<file path="config.mk">
export PLATFORM = sky130hd
export DESIGN_NAME = stq_alloc_ctl_flat
export DESIGN_NICKNAME = d
export VERILOG_FILES = /design/src/rtl/stq_alloc_if.sv /design/src/rtl/stq_alloc_ctl.sv /design/src/flat_wrapper.sv
export SDC_FILE = /design/constraint.sdc
export NUM_CORES = 1
export LEC_CHECK = 0
export CAP_MARGIN = 20
export CORE_ASPECT_RATIO = 1.75
export CORE_MARGIN = 2
export CORE_UTILIZATION = 45
export CTS_BUF_LIST = sky130_fd_sc_hd__clkbuf_4 sky130_fd_sc_hd__clkbuf_8 sky130_fd_sc_hd__clkbuf_16
export DETAILED_ROUTE_END_ITERATION = 6
export PLACE_DENSITY = 0.82
export SYNTH_ARGS = -nofsm -noshare
export SYNTH_HDL_FRONTEND = slang
export SYNTH_SLANG_ARGS = --single-unit
</file>
<file path="constraint.sdc">
create_clock -name clk -period 9.36 [get_ports clk]
set_clock_uncertainty 0.05 [all_clocks]
set_input_delay 0.936 -clock clk [delete_from_list [all_inputs] [get_ports clk]]
set_output_delay 0.936 -clock clk [all_outputs]
set_load 0.1 [all_outputs]
</file>
<file path="src/rtl/stq_alloc_if.sv">
// Allocation, retire, drain and status signals between dispatch and the
// store-queue allocation controller.
interface stq_alloc_if #(
    parameter int BUF_COUNT = 64,
    parameter int PTR_W     = 6
);
    logic                 stallA;
    logic                 excpt;
    logic                 alloc0_req;
    logic                 alloc1_req;
    logic                 alloc_gnt;
    logic [BUF_COUNT-1:0] wrt0_en;
    logic [BUF_COUNT-1:0] wrt1_en;
    logic [PTR_W-1:0]     wrt0_idx;
    logic [PTR_W-1:0]     wrt1_idx;
    logic [1:0]           retire_cnt;
    logic [BUF_COUNT-1:0] passe_en;
    logic                 drain_req;
    logic [BUF_COUNT-1:0] free_en;
    logic [PTR_W:0]       count;
    logic                 full;
    logic                 empty;

    modport master (
        output stallA, excpt, alloc0_req, alloc1_req, retire_cnt, drain_req,
        input  alloc_gnt, wrt0_en, wrt1_en, wrt0_idx, wrt1_idx, passe_en,
               free_en, count, full, empty
    );

    modport slave (
        input  stallA, excpt, alloc0_req, alloc1_req, retire_cnt, drain_req,
        output alloc_gnt, wrt0_en, wrt1_en, wrt0_idx, wrt1_idx, passe_en,
               free_en, count, full, empty
    );
endinterface

</file>
<file path="src/rtl/stq_alloc_ctl.sv">
// Store-queue pointer/control stage: in-order dual allocation, retire marking,
// drain of the oldest passed entry and exception flush of unretired entries.
module stq_alloc_ctl #(
    parameter int BUF_COUNT = 64,
    parameter int PTR_W     = 6
) (
    input  logic       clk,
    input  logic       rst,
    stq_alloc_if.slave bus
);
    typedef enum logic {RUN = 1'b0, FLUSH = 1'b1} state_e;

    state_e               state_q, state_d;
    logic [PTR_W:0]       head_q, head_d;
    logic [PTR_W:0]       ret_q, ret_d;
    logic [PTR_W:0]       tail_q, tail_d;

    logic [PTR_W:0]       used, space, unret, fl_base, fl_len;
    logic [1:0]           need, eff;
    logic                 gnt, drain_ok;
    logic [PTR_W-1:0]     idx0, idx1, pidx, off;
    logic [BUF_COUNT-1:0] wen0, wen1, pmask, fmask;

    always_ff @(posedge clk or posedge rst) begin
        if (rst) begin
            state_q <= RUN;
            head_q  <= '0;
            ret_q   <= '0;
            tail_q  <= '0;
        end else begin
            state_q <= state_d;
            head_q  <= head_d;
            ret_q   <= ret_d;
            tail_q  <= tail_d;
        end
    end

    always_comb begin
        used     = tail_q - head_q;
        space    = (PTR_W+1)'(BUF_COUNT) - used;
        unret    = tail_q - ret_q;
        need     = {1'b0, bus.alloc0_req} + {1'b0, bus.alloc0_req & bus.alloc1_req};
        eff      = ((PTR_W+1)'(bus.retire_cnt) <= unret) ? bus.retire_cnt : unret[1:0];
        gnt      = ~rst & (need != 2'd0) & (space >= (PTR_W+1)'(need)) &
                   ~bus.stallA & ~bus.excpt & (state_q == RUN);
        drain_ok = ~rst & bus.drain_req & (head_q != ret_q);

        idx0 = tail_q[PTR_W-1:0];
        idx1 = idx0 + PTR_W'(1);
        wen0 = gnt ? (BUF_COUNT'(1) << idx0) : '0;
        wen1 = (gnt && need == 2'd2) ? (BUF_COUNT'(1) << idx1) : '0;

        pmask = '0;
        pidx  = '0;
        for (int k = 0; k < 3; k++) begin
            if (~rst && 2'(k) < eff) begin
                pidx        = ret_q[PTR_W-1:0] + PTR_W'(k);
                pmask[pidx] = 1'b1;
            end
        end

        // Flush window is everything allocated beyond what retires this cycle.
        fl_base = ret_q + (PTR_W+1)'(eff);
        fl_len  = tail_q - fl_base;
        fmask   = '0;
        off     = '0;
        if (drain_ok)
            fmask[head_q[PTR_W-1:0]] = 1'b1;
        if (~rst && bus.excpt) begin
            for (int i = 0; i < BUF_COUNT; i++) begin
                off = PTR_W'(i) - fl_base[PTR_W-1:0];
                if ({1'b0, off} < fl_len)
                    fmask[i] = 1'b1;
            end
        end

        head_d  = head_q + (PTR_W+1)'(drain_ok);
        ret_d   = fl_base;
        tail_d  = tail_q;
        state_d = RUN;
        if (bus.excpt) begin
            tail_d  = fl_base;
            state_d = FLUSH;
        end else if (gnt) begin
            tail_d = tail_q + (PTR_W+1)'(need);
        end
    end

    assign bus.alloc_gnt = gnt;
    assign bus.wrt0_en   = wen0;
    assign bus.wrt1_en   = wen1;
    assign bus.wrt0_idx  = idx0;
    assign bus.wrt1_idx  = idx1;
    assign bus.passe_en  = pmask;
    assign bus.free_en   = fmask;
    assign bus.count     = used;
    assign bus.full      = (used == (PTR_W+1)'(BUF_COUNT));
    assign bus.empty     = (used == '0);
endmodule

</file>
<file path="src/flat_wrapper.sv">
// flat-port wrapper written by rule: the top's interface ports become plain ports
module stq_alloc_ctl_flat 
#(
    parameter int BUF_COUNT = 64,
    parameter int PTR_W     = 6
)
  (clk, rst, bus_stallA, bus_excpt, bus_alloc0_req, bus_alloc1_req, bus_retire_cnt, bus_drain_req, bus_alloc_gnt, bus_wrt0_en, bus_wrt1_en, bus_wrt0_idx, bus_wrt1_idx, bus_passe_en, bus_free_en, bus_count, bus_full, bus_empty);
  stq_alloc_if #(.BUF_COUNT(BUF_COUNT), .PTR_W(PTR_W)) bus_i ();
  input  logic clk;
  input  logic rst;
  input wire logic [$bits(bus_i.stallA)-1:0] bus_stallA;
  input wire logic [$bits(bus_i.excpt)-1:0] bus_excpt;
  input wire logic [$bits(bus_i.alloc0_req)-1:0] bus_alloc0_req;
  input wire logic [$bits(bus_i.alloc1_req)-1:0] bus_alloc1_req;
  input wire logic [$bits(bus_i.retire_cnt)-1:0] bus_retire_cnt;
  input wire logic [$bits(bus_i.drain_req)-1:0] bus_drain_req;
  output wire logic [$bits(bus_i.alloc_gnt)-1:0] bus_alloc_gnt;
  output wire logic [$bits(bus_i.wrt0_en)-1:0] bus_wrt0_en;
  output wire logic [$bits(bus_i.wrt1_en)-1:0] bus_wrt1_en;
  output wire logic [$bits(bus_i.wrt0_idx)-1:0] bus_wrt0_idx;
  output wire logic [$bits(bus_i.wrt1_idx)-1:0] bus_wrt1_idx;
  output wire logic [$bits(bus_i.passe_en)-1:0] bus_passe_en;
  output wire logic [$bits(bus_i.free_en)-1:0] bus_free_en;
  output wire logic [$bits(bus_i.count)-1:0] bus_count;
  output wire logic [$bits(bus_i.full)-1:0] bus_full;
  output wire logic [$bits(bus_i.empty)-1:0] bus_empty;
  assign bus_i.stallA = bus_stallA;
  assign bus_i.excpt = bus_excpt;
  assign bus_i.alloc0_req = bus_alloc0_req;
  assign bus_i.alloc1_req = bus_alloc1_req;
  assign bus_i.retire_cnt = bus_retire_cnt;
  assign bus_i.drain_req = bus_drain_req;
  assign bus_alloc_gnt = bus_i.alloc_gnt;
  assign bus_wrt0_en = bus_i.wrt0_en;
  assign bus_wrt1_en = bus_i.wrt1_en;
  assign bus_wrt0_idx = bus_i.wrt0_idx;
  assign bus_wrt1_idx = bus_i.wrt1_idx;
  assign bus_passe_en = bus_i.passe_en;
  assign bus_free_en = bus_i.free_en;
  assign bus_count = bus_i.count;
  assign bus_full = bus_i.full;
  assign bus_empty = bus_i.empty;
  stq_alloc_ctl #(.BUF_COUNT(BUF_COUNT), .PTR_W(PTR_W)) u_core (.clk(clk), .rst(rst), .bus(bus_i));
endmodule
</file>
Word-level counts from Yosys, hierarchy flattened

Index checks and enable logic that the tools add are counted.

$add $sub $neg: 75
Multipliers: 0
Div/mod/pow operators: 0
Magnitude comparators: 77
Equality and inequality tests: 3
Shifts and indexed selects: 2
Muxes and demuxes: 83
Bitwise gates (word level): 14
Reduce and logical (&&, ||, !) cells: 12

Operators by type and width:

| cell                                                               | number |
|---|---|
| less-than comparator 6 x 7 -> 1 bit                                | 64 |
| 2-to-1 mux 64 bit                                                  | 7 |
| subtractor 6 bit (first input constant)                            | 32 |
| OR 64 bit                                                          | 2 |
| left shift 1 x 6 -> 64 bit (first input constant)                  | 2 |
| subtractor 5 x 6 -> 6 bit (first input constant)                   | 16 |
| 2-to-1 mux 1 bit                                                   | 69 |
| subtractor 4 x 6 -> 6 bit (first input constant)                   | 8 |
| less-than comparator 6 x 7 -> 1 bit (second input constant)        | 4 |
| demux 1 bit (select 6 bit)                                         | 4 |
| greater-or-equal comparator 6 x 1 -> 1 bit (second input constant) | 4 |
| subtractor 3 x 6 -> 6 bit (first input constant)                   | 4 |
| subtractor 7 bit                                                   | 3 |
| adder 7 x 2 -> 7 bit                                               | 2 |
| 2-to-1 mux 7 bit                                                   | 2 |
| adder 6 x 1 -> 6 bit (second input constant)                       | 2 |
| subtractor 1 x 6 -> 6 bit (first input constant)                   | 2 |
| subtractor 2 x 6 -> 6 bit (first input constant)                   | 2 |
| logical AND 1 bit                                                  | 9 |
| AND 1 bit                                                          | 8 |
| adder 7 x 1 -> 7 bit                                               | 1 |
| == test 7 bit (second input constant)                              | 1 |
| greater-or-equal comparator 7 x 2 -> 1 bit                         | 1 |
| less-or-equal comparator 2 x 7 -> 1 bit                            | 1 |
| other kinds (11)                                                   | 16 |

Flip-flop bits (word level): 22
Bits in latches: 0
Bits in writable memories: 0
Memory bits (read-only): 0
Input bits: 9
Memories kept: 0

Logic depth before layout (Yosys ltp)

Depth in word-level cells: 10
Depth in mapped cells: 27
Mapped depth without buffers: 27

Worst setup path before layout

No wires, ideal clock.

Path type: reg-to-output
From: reg u_core.tail_q[0]
To: out bus_free_en[55]
Arrival: 9.908 ns
Slack: -1.534 ns
Stages on the path, launching flop included: 26
Path buffers: 1
Path through: dfrtp_1 -> inv_1 -> ha_1 -> fa_1 -> ha_1 -> nor2b_1 -> o2111ai_1 -> a221oi_1 -> o21a_1 -> a21oi_1 -> a21oi_1 -> clkbuf_1 -> inv_1 -> fa_1 -> inv_1 -> fa_1 -> inv_1 -> maj3_2 -> maj3_2 -> xnor2_4 -> xnor2_4 -> inv_2 -> ha_1 -> a21oi_1 -> nor2_1 -> o311ai_0

Word-level cells in the longest chain between the ends: 8

RTL lines:

| item                                                        | RTL line                                 | source |
|---|---|---|
| from (decl)                                                 | stq_alloc_ctl.sv:16                      | `logic [PTR_W:0] tail_q, tail_d;` |
| from (signal assigned)                                      | stq_alloc_ctl.sv:34                      | `tail_q <= tail_d;` |
| subtractor 7 bit *                                          | stq_alloc_ctl.sv:41                      | `unret = tail_q - ret_q;` |
| less-or-equal comparator 2 x 7 -> 1 bit                     | stq_alloc_ctl.sv:43                      | `eff = ((PTR_W+1)'(bus.retire_cnt) <= unret) ? bus.retire_cnt : unret[1:0];` |
| 2-to-1 mux 2 bit *                                          | stq_alloc_ctl.sv:43                      |  |
| adder 7 x 2 -> 7 bit *                                      | stq_alloc_ctl.sv:63                      | `fl_base = ret_q + (PTR_W+1)'(eff);` |
| via u_core.fl_base[1]                                       | stq_alloc_ctl.sv:18                      | `logic [PTR_W:0] used, space, unret, fl_base, fl_len;` |
| subtractor 7 bit / subtractor 6 bit (equally long branches) | stq_alloc_ctl.sv:64, stq_alloc_ctl.sv:71 |  |
| less-than comparator 6 x 7 -> 1 bit *                       | stq_alloc_ctl.sv:72                      | `if ({1'b0, off} < fl_len)` |
| 2-to-1 mux 1 bit *                                          | stq_alloc_ctl.sv:72                      |  |
| 2-to-1 mux 64 bit *                                         | stq_alloc_ctl.sv:69                      | `if (~rst && bus.excpt) begin` |
| to (decl)                                                   | flat_wrapper.sv:23                       | `output wire logic [$bits(bus_i.free_en)-1:0] bus_free_en;` |

Mark *: on every way through the listed nets, which the timed path passes. The rest lies on a longest branch.

Final worst setup path

From: reg u_core.tail_q[0]
To: out bus_free_en[30]

Word-level cells in the longest chain between the ends: 8

RTL lines:

| item                                                                 | RTL line |
|---|---|
| subtractor 7 bit                                                     | stq_alloc_ctl.sv:41 |
| less-or-equal comparator 2 x 7 -> 1 bit                              | stq_alloc_ctl.sv:43 |
| 2-to-1 mux 2 bit                                                     | stq_alloc_ctl.sv:43 |
| adder 7 x 2 -> 7 bit                                                 | stq_alloc_ctl.sv:63 |
| subtractor 7 bit / subtractor 5 x 6 -> 6 bit (equally long branches) | stq_alloc_ctl.sv:64, stq_alloc_ctl.sv:71 |
| less-than comparator 6 x 7 -> 1 bit *                                | stq_alloc_ctl.sv:72 |
| 2-to-1 mux 1 bit *                                                   | stq_alloc_ctl.sv:72 |
| 2-to-1 mux 64 bit *                                                  | stq_alloc_ctl.sv:69 |

Mark *: on every way between the ends. The rest lies on a longest branch, timed or not.

==> flow_metrics.env <==
export IMPL_whs_ns=0.488
export IMPL_portBuffers=286
export IMPL_dieArea_um2=20200
export IMPL_yosysWarnings=0
export IMPL_clock_latency_ns=0.26
export IMPL_drv_slew=0
export IMPL_r2r_end="u_core.tail_q[4]"
export IMPL_slew_headroom_pct=24.2
export IMPL_core_area_um2=18700
export IMPL_track_usage_pct=38.3
export IMPL_final_cell_mix="clkdlybuf4s50_1 (222), nor2_1 (169), nand2_1 (144), nand3_1 (88), ha_1 (75)"
export IMPL_synthAdderAreaFrac_pct=14.9
export IMPL_die_h_um=187
export IMPL_arrival_ns=7.98
export IMPL_ys_seq_elements=22
export IMPL_ant_nets=0
export IMPL_clock_path_buffers=2
export IMPL_ys_types=70
export IMPL_cts_setup_buffers=0
export IMPL_crit_required_ns=8.37
export IMPL_pin_count=287
export IMPL_status="finished, final reports clean"
export IMPL_tightest_slew_ns=1.13
export IMPL_worst_hold_path_type="reg -> reg"
export IMPL_crit_path_top_delay_cell="fa_1"
export IMPL_cts_made_buffers=3
export IMPL_post_drt_wl_per_cell_um=22.6
export IMPL_post_route_util_pct=65.8
export IMPL_crit_top_cell="ha_1"
export IMPL_path_class="reg -> out"
export IMPL_fp_row_count=66
export IMPL_nFillCells=1673
export IMPL_start_kind="flip-flop"
export IMPL_start_util_pct=46.0
export IMPL_vias=11613
export IMPL_synth_top_family_by_area="simple AND/OR/NAND/NOR gates"
export IMPL_die_x_um=108
export IMPL_multiInputGateArea_um2=7430
export IMPL_met2_usage_pct=65.8
export IMPL_grt_ovfl_total=0
export IMPL_maxCapViolCount=0
export IMPL_syn_nets=1400
export IMPL_grt_util_met1_pct=41.5
export IMPL_final_common_cell="clkdlybuf4s50_1"
export IMPL_syn_area_per_cell_um2=6.55
export IMPL_critPathBufInv=5
export IMPL_antenna_found_initial=0
export IMPL_synthFlopType="dfrtp_1"
export IMPL_critPathCaptureType="output port"
export IMPL_hold_path_startpoint="u_core.head_q[6]"
export IMPL_yosysSeqAreaShare_pct=6.41
export IMPL_root_buffer="clkbuf_16"
export IMPL_rsz0062_at_grt="false"
export IMPL_layout_area_overhead_vs_synth_pct=43.2
export IMPL_muxShareOfSynthArea_pct=1.59
export IMPL_synth_compound_area_share_pct=27.4
export IMPL_synthXorXnorAreaFrac_pct=10.0
export IMPL_grt_max_degree=43
export IMPL_synthSimpleGateAreaFrac_pct=31.9
export IMPL_finalNetCount=1626
export IMPL_ys_async_sr_fraction_pct=100
export IMPL_r2r_worst_path_cells=20
export IMPL_max_freq_mhz=111
export IMPL_via_per_inst=6.55
export IMPL_drt_iter0_markers=1190
export IMPL_crit_family="adder cells"
export IMPL_cts_resized=0
export IMPL_clk_pin_slew_ns=0.06
export IMPL_period_needed_ns=8.97
export IMPL_place_detailed_hpwl_um=30500
export IMPL_cts_tree="yes"
export IMPL_critPathMaxFanout=14
export IMPL_grt_first_pass_wirelength_um=61400
export IMPL_hold_end="u_core.head_q[6]"
export IMPL_diodes=0
export IMPL_critPathMaxStageDelay_ns=0.74
export IMPL_grt_use_met3_pct=5.76
export IMPL_finalHoldViolCount=0
export IMPL_layout_drive_gt1_share_pct=8.85
export IMPL_setup_viol=0
export IMPL_whs_path_depth=1
export IMPL_grt_most_used_layer="met2"
export IMPL_drc=0
export IMPL_reg2reg_from="u_core.tail_q[0]"
export IMPL_post_route_period_util_pct=95.8
export IMPL_dr_pass1_iters=6
export IMPL_r2r_setup_slack_ns=3.58
export IMPL_finalWirelength_um=40100
export IMPL_synthCells=1311
export IMPL_cts_sinks=22
export IMPL_postCtsHoldBufs=0
export IMPL_seq_area_um2=552
export IMPL_setup_tns_ns=0
export IMPL_gp_congestion=0.989
export IMPL_synth_area_um2=8580
export IMPL_grt_pass1_vias=10944
export IMPL_cts_max_level=1
export IMPL_synth_edf_count=0
## per-stage QoR
step / setup slack, ns / instances / area (µm²)
after CTS: 0.437 / 1770 / 12200
after detailed placement: 0.722 / 1766 / 12100
after global placement: 1.09 / 1765 / 12100
after floorplan: -0.355 / 1311 / 8600
final: 0.391 / 1774 / 12300
after global routing: 0.0815 / 1774 / 12300
## Yosys cell counts (9+ instances only)
| library cell | n | area (µm²) |
|---|---|---|
| nand2b_1 | 17 | 106 |
| buf_2 | 13 | 65.1 |
| xor2_1 | 15 | 131 |
| a21o_1 | 30 | 225 |
| o21a_1 | 12 | 90.1 |
| o211ai_1 | 14 | 105 |
| or3_1 | 15 | 93.8 |
| xnor2_1 | 70 | 613 |
| mux2i_1 | 10 | 100 |
| a211o_1 | 11 | 96.3 |
| nor2b_1 | 10 | 62.6 |
| and3_1 | 16 | 100 |
| inv_1 | 63 | 236 |
| a221o_1 | 16 | 160 |
| a21oi_1 | 71 | 355 |
| buf_1 | 10 | 37.5 |
| nand4_1 | 21 | 131 |
| nor2_1 | 170 | 638 |
| maj3_1 | 17 | 170 |
| dfrtp_1 | 22 | 551 |
| nand3_1 | 88 | 440 |
| nand2_1 | 144 | 541 |
| ha_1 | 75 | 938 |
| a32oi_1 | 9 | 78.8 |
| nor3_1 | 51 | 255 |
| clkbuf_1 | 65 | 244 |
| o21ai_0 | 59 | 295 |
| o221ai_1 | 56 | 490 |
| nor4_1 | 12 | 75.1 |
## metal layers
metal  vias up  routed length [µm]  share of wire (%)
li1       5240                   -                  -
met1      5432               13700                 34
met2       727               20000                 50
met3       214                3050                7.6
met4         0                3360                8.4
met5         -                   0                  0
## layout make-up
class	instances	area share (%)
clock buffer	4	0.723
inverter	69	2.11
multi-input combinational	1124	60.5
sequential	22	4.49
tap	238	2.42
timing repair buffer	317	29.8
## flip-flops by register name, indices dropped and copies added (netlist names)
signal,cells
u_core.head_q,7
u_core.ret_q,7
u_core.state_q,1
u_core.tail_q,7
## cell families after synthesis
group | count (synthesis)
adders and majority gates | 103
AOI/OAI and AO/OA | 335
DFF | 22
muxes | 13
buffers and inverters | 165
and+or+nand+nor | 583
xor gates and xnor gates | 90
## worst max path at each step
stage                     slack [ns]  depth (start not counted)             start               to
final                           0.39                         27  u_core.tail_q[0]  bus_free_en[30]
after global routing            0.08                         27  u_core.tail_q[0]  bus_free_en[30]
after detailed placement        0.72                         24   u_core.ret_q[0]  bus_free_en[30]
after CTS                       0.44                         24   u_core.ret_q[0]  bus_free_en[30]
after floorplan                -0.36                         25  u_core.tail_q[0]  bus_free_en[55]
after global placement          1.09                         24   u_core.ret_q[0]   bus_free_en[2]
Power is left out: the tool's default activity adds up to more than one toggle a clock period on the data nets, which glitch-free logic cannot reach.
==> edit 1, RTL diff (same settings) <==
Reset style: synchronous (`rst`), changed in one clocked block.
--- a/src/rtl/stq_alloc_ctl.sv
+++ b/src/rtl/stq_alloc_ctl.sv
@@ -21,7 +21,7 @@
     logic [PTR_W-1:0]     idx0, idx1, pidx, off;
     logic [BUF_COUNT-1:0] wen0, wen1, pmask, fmask;
 
-    always_ff @(posedge clk or posedge rst) begin
+    always_ff @(posedge clk) begin
         if (rst) begin
             state_q <= RUN;
             head_q  <= '0;
Check against the original RTL: differs if rst is asserted again (counterexample within 4 cycles, from zero or initial values and one cycle with rst high); with rst held inactive, the same outputs for 4 cycles.
==> edit 1 against the unedited design <==
- first-iteration DRC count is 38% higher
- sequential cell count stayed put
- synthesized area is 5.7% higher
- routed wire length is 3.8% higher
- synthesized cell count is 4.7% higher
- critical path type unchanged
- final area is 5.4% higher
- the flow now finishes with violations (DRC)
- setup slack better by 190 ps
- largest cell class unchanged
Power is not shown: default switching activity piles up to over one toggle a cycle in this logic, so the estimate is an artifact.
==> edit 1: results (changes against the unedited design) <==
[sta]
worstMarginPinSlew_ps=1260  ; +131 ps

[grt]
met2_usage_pct=65.4  ; -0.43 points
use_met1_pct=39.1  ; -2.4 points
gr-usage-all-layers_pct=36.6  ; -1.7 points
grt_pass1_wl_mm=63.6  ; +3.7%
grt_max_degree=56  ; +30%
grt_util_met3_pct=3.53  ; -2.2 points
grt_antenna_before_repair=0  ; unchanged

[final_layout]
nFillCells=1742  ; +4.1%
reg.largest.list=u_core.head_q x7, u_core.ret_q x7, u_core.tail_q x7
instances_no_fill=1823  ; +2.8%
drive_gt1_share_pct=10.6  ; +1.8 points
antenna_cells=0  ; unchanged
nNetsFinal=1672  ; +2.8%

[clock_network]
clk_latency_ps=260  ; about the same
clock_tree.root_cell=clkbuf_16
cts_hold_buf=0  ; unchanged
clk_pin_slew_ps=60  ; about the same
numCtsBuffers=3  ; unchanged
htreeDepth=1  ; unchanged
clock_path_buffers=2  ; unchanged

[synth]
seq_area_frac_synth_pct=4.85  ; -1.6 points
yosysWarningCount=0  ; unchanged
avgSynthCellArea_um2=6.61  ; +1.0%
synth_nets=1464  ; +4.6%
ys.flop_type=dfxtp_1
yosys-top-cells-count=141 x nor3_1, 122 x nand2_1, 101 x nor2_1, 83 x clkbuf_1, 80 x o221ai_1
synth_area_leaders=ha_1 11%, nor3_1 7.8%, o221ai_1 7.7%
ys_types=72  ; +2.9%
synthArstFlopShare_pct=0  ; -100 points

[placed_design]
dp.final_hpwl_mm=32.1  ; +5.4%
dp_cells=1814  ; +2.7%
gp_congestion=1.06  ; +7.6%
port_buffers=286  ; unchanged
postPlaceCellArea_um2=12800  ; +5.3%

[detailed_routing]
drc=1  ; +1
wl_per_cell_um=22.9  ; +1.0%
drt_iter0_markers=1639  ; +38%
drt-met1-wl_mm=14.4  ; +4.9%
dr.pass1.iters=7  ; +1
top_layer=met4
ant_nets=0  ; unchanged
vias=12400  ; +6.4%
wl_met3_mm=2.90  ; -5.0%
wl_met2_mm=20.5  ; +2.3%

[worst_setup_path]
rrSetupSlack_ps=3670  ; +90 ps
slowest_stage=fa_2
crit_arrival_ps=7800  ; -180 ps
cp_max_fo=14  ; unchanged
slowest_delay_ps=680  ; -60 ps

[outcome]
failed_checks=DRC
status=complete, but fails checks

[min_path]
hold_class=flop to flop

edit 1: metrics by stage:
step | util, % | hold slack [ps] | worst slack [ps]
after floorplan | - | 488 | 4.27
after global placement | 64.8 | 573 | 719
after detailed placement | 64.8 | 586 | 501
after CTS | 65.2 | 601 | 219
after global routing | 65.6 | 615 | 74.5
final | 65.6 | 606 | 577
edit 1: cell families after synthesis:
family                     synth area share (%)
xor gates and xnor gates                   8.83
muxes                                      4.92
DFF                                        4.85
adders and majority gates                  14.1
AOI/OAI and AO/OA                          26.7
buffers and inverters                      8.16
and+or+nand+nor                            32.4
edit 1: worst max-delay path: cells and delay by family (launching register included):
| family | cells | cell delay, ps |
|---|---|---|
| buffers and inverters | 5 | 930 |
| AOI/OAI and AO/OA | 9 | 2020 |
| and+or+nand+nor | 4 | 880 |
| muxes | 1 | 170 |
| DFF | 1 | 310 |
| adders and majority gates | 8 | 2730 |
| xor gates and xnor gates | 2 | 480 |
edit 1: what timing repair did:
action / in CTS / in global routing
setup buffers: 0 / 6
setup endpoints to repair: 0 / 51
resized for setup: 0 / 7
edit 1: layout make-up:
type,instances,area (um^2),area share (%)
Clock buffer,3,75.1,0.580
Inverter,66,251,1.94
Multi-Input combinational cell,1163,8070,62.4
Sequential cell,22,443,3.42
Tap cell,245,307,2.37
Timing Repair Buffer,324,3800,29.3
edit 1: path summary, 6_finish.rpt:
path / from / to / depth (start not counted)
max: u_core.tail_q[0]$_SDFFE_PP0P_ / bus_free_en[8] / 29
min: u_core.head_q[6]$_SDFF_PP0_ / u_core.head_q[6]$_SDFF_PP0_ / 2
max reg2reg: u_core.tail_q[0]$_SDFFE_PP0P_ / u_core.tail_q[5]$_SDFFE_PP0P_ / 17
min reg2reg: u_core.head_q[6]$_SDFF_PP0_ / u_core.head_q[6]$_SDFF_PP0_ / 2
==> edit 2, RTL diff (same flow settings) <==
Made on the original files. `PTR_W` is set to 6 in 3 places; all go to 7.
--- a/src/rtl/stq_alloc_if.sv
+++ b/src/rtl/stq_alloc_if.sv
@@ -2,7 +2,7 @@
 // store-queue allocation controller.
 interface stq_alloc_if #(
     parameter int BUF_COUNT = 64,
-    parameter int PTR_W     = 6
+    parameter int PTR_W     = 7
 );
     logic                 stallA;
     logic                 excpt;
--- a/src/rtl/stq_alloc_ctl.sv
+++ b/src/rtl/stq_alloc_ctl.sv
@@ -2,7 +2,7 @@
 // drain of the oldest passed entry and exception flush of unretired entries.
 module stq_alloc_ctl #(
     parameter int BUF_COUNT = 64,
-    parameter int PTR_W     = 6
+    parameter int PTR_W     = 7
 ) (
     input  logic       clk,
     input  logic       rst,
--- a/src/flat_wrapper.sv
+++ b/src/flat_wrapper.sv
@@ -2,7 +2,7 @@
 module stq_alloc_ctl_flat 
 #(
     parameter int BUF_COUNT = 64,
-    parameter int PTR_W     = 6
+    parameter int PTR_W     = 7
 )
   (clk, rst, bus_stallA, bus_excpt, bus_alloc0_req, bus_alloc1_req, bus_retire_cnt, bus_drain_req, bus_alloc_gnt, bus_wrt0_en, bus_wrt1_en, bus_wrt0_idx, bus_wrt1_idx, bus_passe_en, bus_free_en, bus_count, bus_full, bus_empty);
   stq_alloc_if #(.BUF_COUNT(BUF_COUNT), .PTR_W(PTR_W)) bus_i ();
Ports: changed (resized bus_count, bus_wrt0_idx and bus_wrt1_idx); port bits go from 287 to 290. The function was not compared with the original's and may differ.
==> edit 2 against the unedited design <==
- synthesized cell count rose by 29%
- sequential share of layout area is 0.41 points lower
- sequential cell count grew 3
- final area rose by 25%
- core utilization is 3.1 points lower
- routed wire length grew 38%
- setup slack better by 190 ps
- global-route usage up 3.4 points
- synthesized area is 30% higher
Power is not shown: default switching activity piles up to over one toggle a cycle in this logic, so the estimate is an artifact.
==> edit 2: results (changes against the unedited design) <==
[outcome]
status=finished, final reports clean

[placed_design]
postPlaceCellArea_um2=15200  ; +25%
gp_congestion=1.07  ; +8.3%
dp_slack_ps=517  ; -205 ps
port_buffers=289  ; +1.0%
dp_cells=2232  ; +26%
dp.final_hpwl_mm=41.9  ; +38%

[clock_network]
cts_resized=0  ; unchanged
clk_latency_ps=260  ; about the same
numCtsBuffers=3  ; unchanged
cts_setup_buffers=0  ; unchanged
htreeDepth=1  ; unchanged
clock_path_buffers=2  ; unchanged
cts_hold_buf=0  ; unchanged
clock_tree.root_cell=clkbuf_16

[grt]
first_global_vias=14100  ; +29%
gr-usage-all-layers_pct=41.6  ; +3.4 points
grt_max_degree=69  ; +60%
grt_antenna_before_repair=0  ; unchanged
grt_pass1_wl_mm=83.5  ; +36%

[final_layout]
reg.largest.list=u_core.head_q x8, u_core.ret_q x8, u_core.tail_q x8
nNetsFinal=2038  ; +25%
drive_gt1_share_pct=12.5  ; +3.6 points
antenna_cells=0  ; unchanged

[synth]
ys_types=75  ; +7.1%
synth-compound-area-share_pct=29.2  ; +1.8 points
synthMuxAreaShare_pct=1.33  ; -0.26 points
yosysWarningCount=0  ; unchanged
avgSynthCellArea_um2=6.57  ; +0.30%
seq_area_frac_synth_pct=5.62  ; -0.79 points
synth_area_leaders=ha_1 11%, xnor2_1 9.5%, nor2_1 7.4%
yosys-top-cells-count=220 x nor2_1, 147 x nand2_1, 124 x a21oi_1, 121 x xnor2_1, 95 x ha_1
synthXorXnorAreaFrac_pct=10.9  ; +0.89 points
synth_most_common_cell=nor2_1
synth_nets=1806  ; +29%
synthAdderAreaFrac_pct=19.5  ; +4.6 points

[worst_setup_path]
slowest_delay_ps=570  ; -170 ps
r2r-end=u_core.tail_q[5]$_DFFE_PP0P_
rrSetupSlack_ps=3810  ; +230 ps
reg2regPathDepth=19  ; -5.0%
cp_max_fo=24  ; +10
crit_arrival_ps=7790  ; -190 ps
slowest_stage=dfrtp_1

[detailed_routing]
wl_per_cell_um=24.8  ; +9.5%
via_per_inst=6.62  ; +1.2%
drt_iter0_markers=1642  ; +38%
dr.pass1.iters=6  ; unchanged
vias=14800  ; +28%

[sta]
worstMarginPinSlew_ps=1050  ; -81.6 ps
holdWs_ps=491  ; +2.69 ps

[min_path]
whs_endpoint=u_core.head_q[6]$_DFF_PP0_
hold_class=flop to flop

[job]
cap_violations=0  ; unchanged

-- edit 2: critical path, delay by kind of cell, from the launching register on --
| kind | cells | cell delay, ps |
|---|---|---|
| flip-flops | 1 | 570 |
| XOR/XNOR | 2 | 390 |
| AO/OA/AOI/OAI | 9 | 2150 |
| buffers and inverters | 5 | 1150 |
| adder cells (fa/ha/maj) | 8 | 2700 |
| AND/OR/NAND/NOR | 2 | 390 |
| multiplexers | 1 | 130 |
-- edit 2: worst max-delay path by stage --
stage	from	to	slack (ps)	cells past startpoint
final	u_core.tail_q[0]$_DFFE_PP0P_	bus_free_en[46]	590	27
after global routing	u_core.tail_q[0]$_DFFE_PP0P_	bus_free_en[57]	10	27
after CTS	u_core.tail_q[0]$_DFFE_PP0P_	bus_free_en[35]	300	25
after detailed placement	bus_retire_cnt[0]	bus_free_en[35]	520	24
after global placement	bus_retire_cnt[0]	bus_free_en[35]	640	24
after floorplan	u_core.tail_q[0]$_DFFE_PP0P_	bus_free_en[57]	-250	25
-- edit 2: layout make-up --
class	instances	area [um^2]
inverter	94	353
multi-input combinational	1453	9880
fill	2216	9100
clock inverter	1	5.00
sequential	25	626
tap	312	390
timing repair buffer	350	4010
clock buffer	3	75.1
-- edit 2: cells by family after synthesis --
kind of cell,Yosys count
simple gates,617
compound gates,509
buf+inv,217
fa+ha+maj,180
xor+xnor,133
flops,25
mux,14
-- edit 2: metal layers --
metal	vias up	track usage, %	routed length (um)
met5	-	0	0
met4	0	38.2	6190
met3	343	7.32	4770
met2	1021	70.2	26600
met1	6889	42.8	17900
li1	6566	-	-
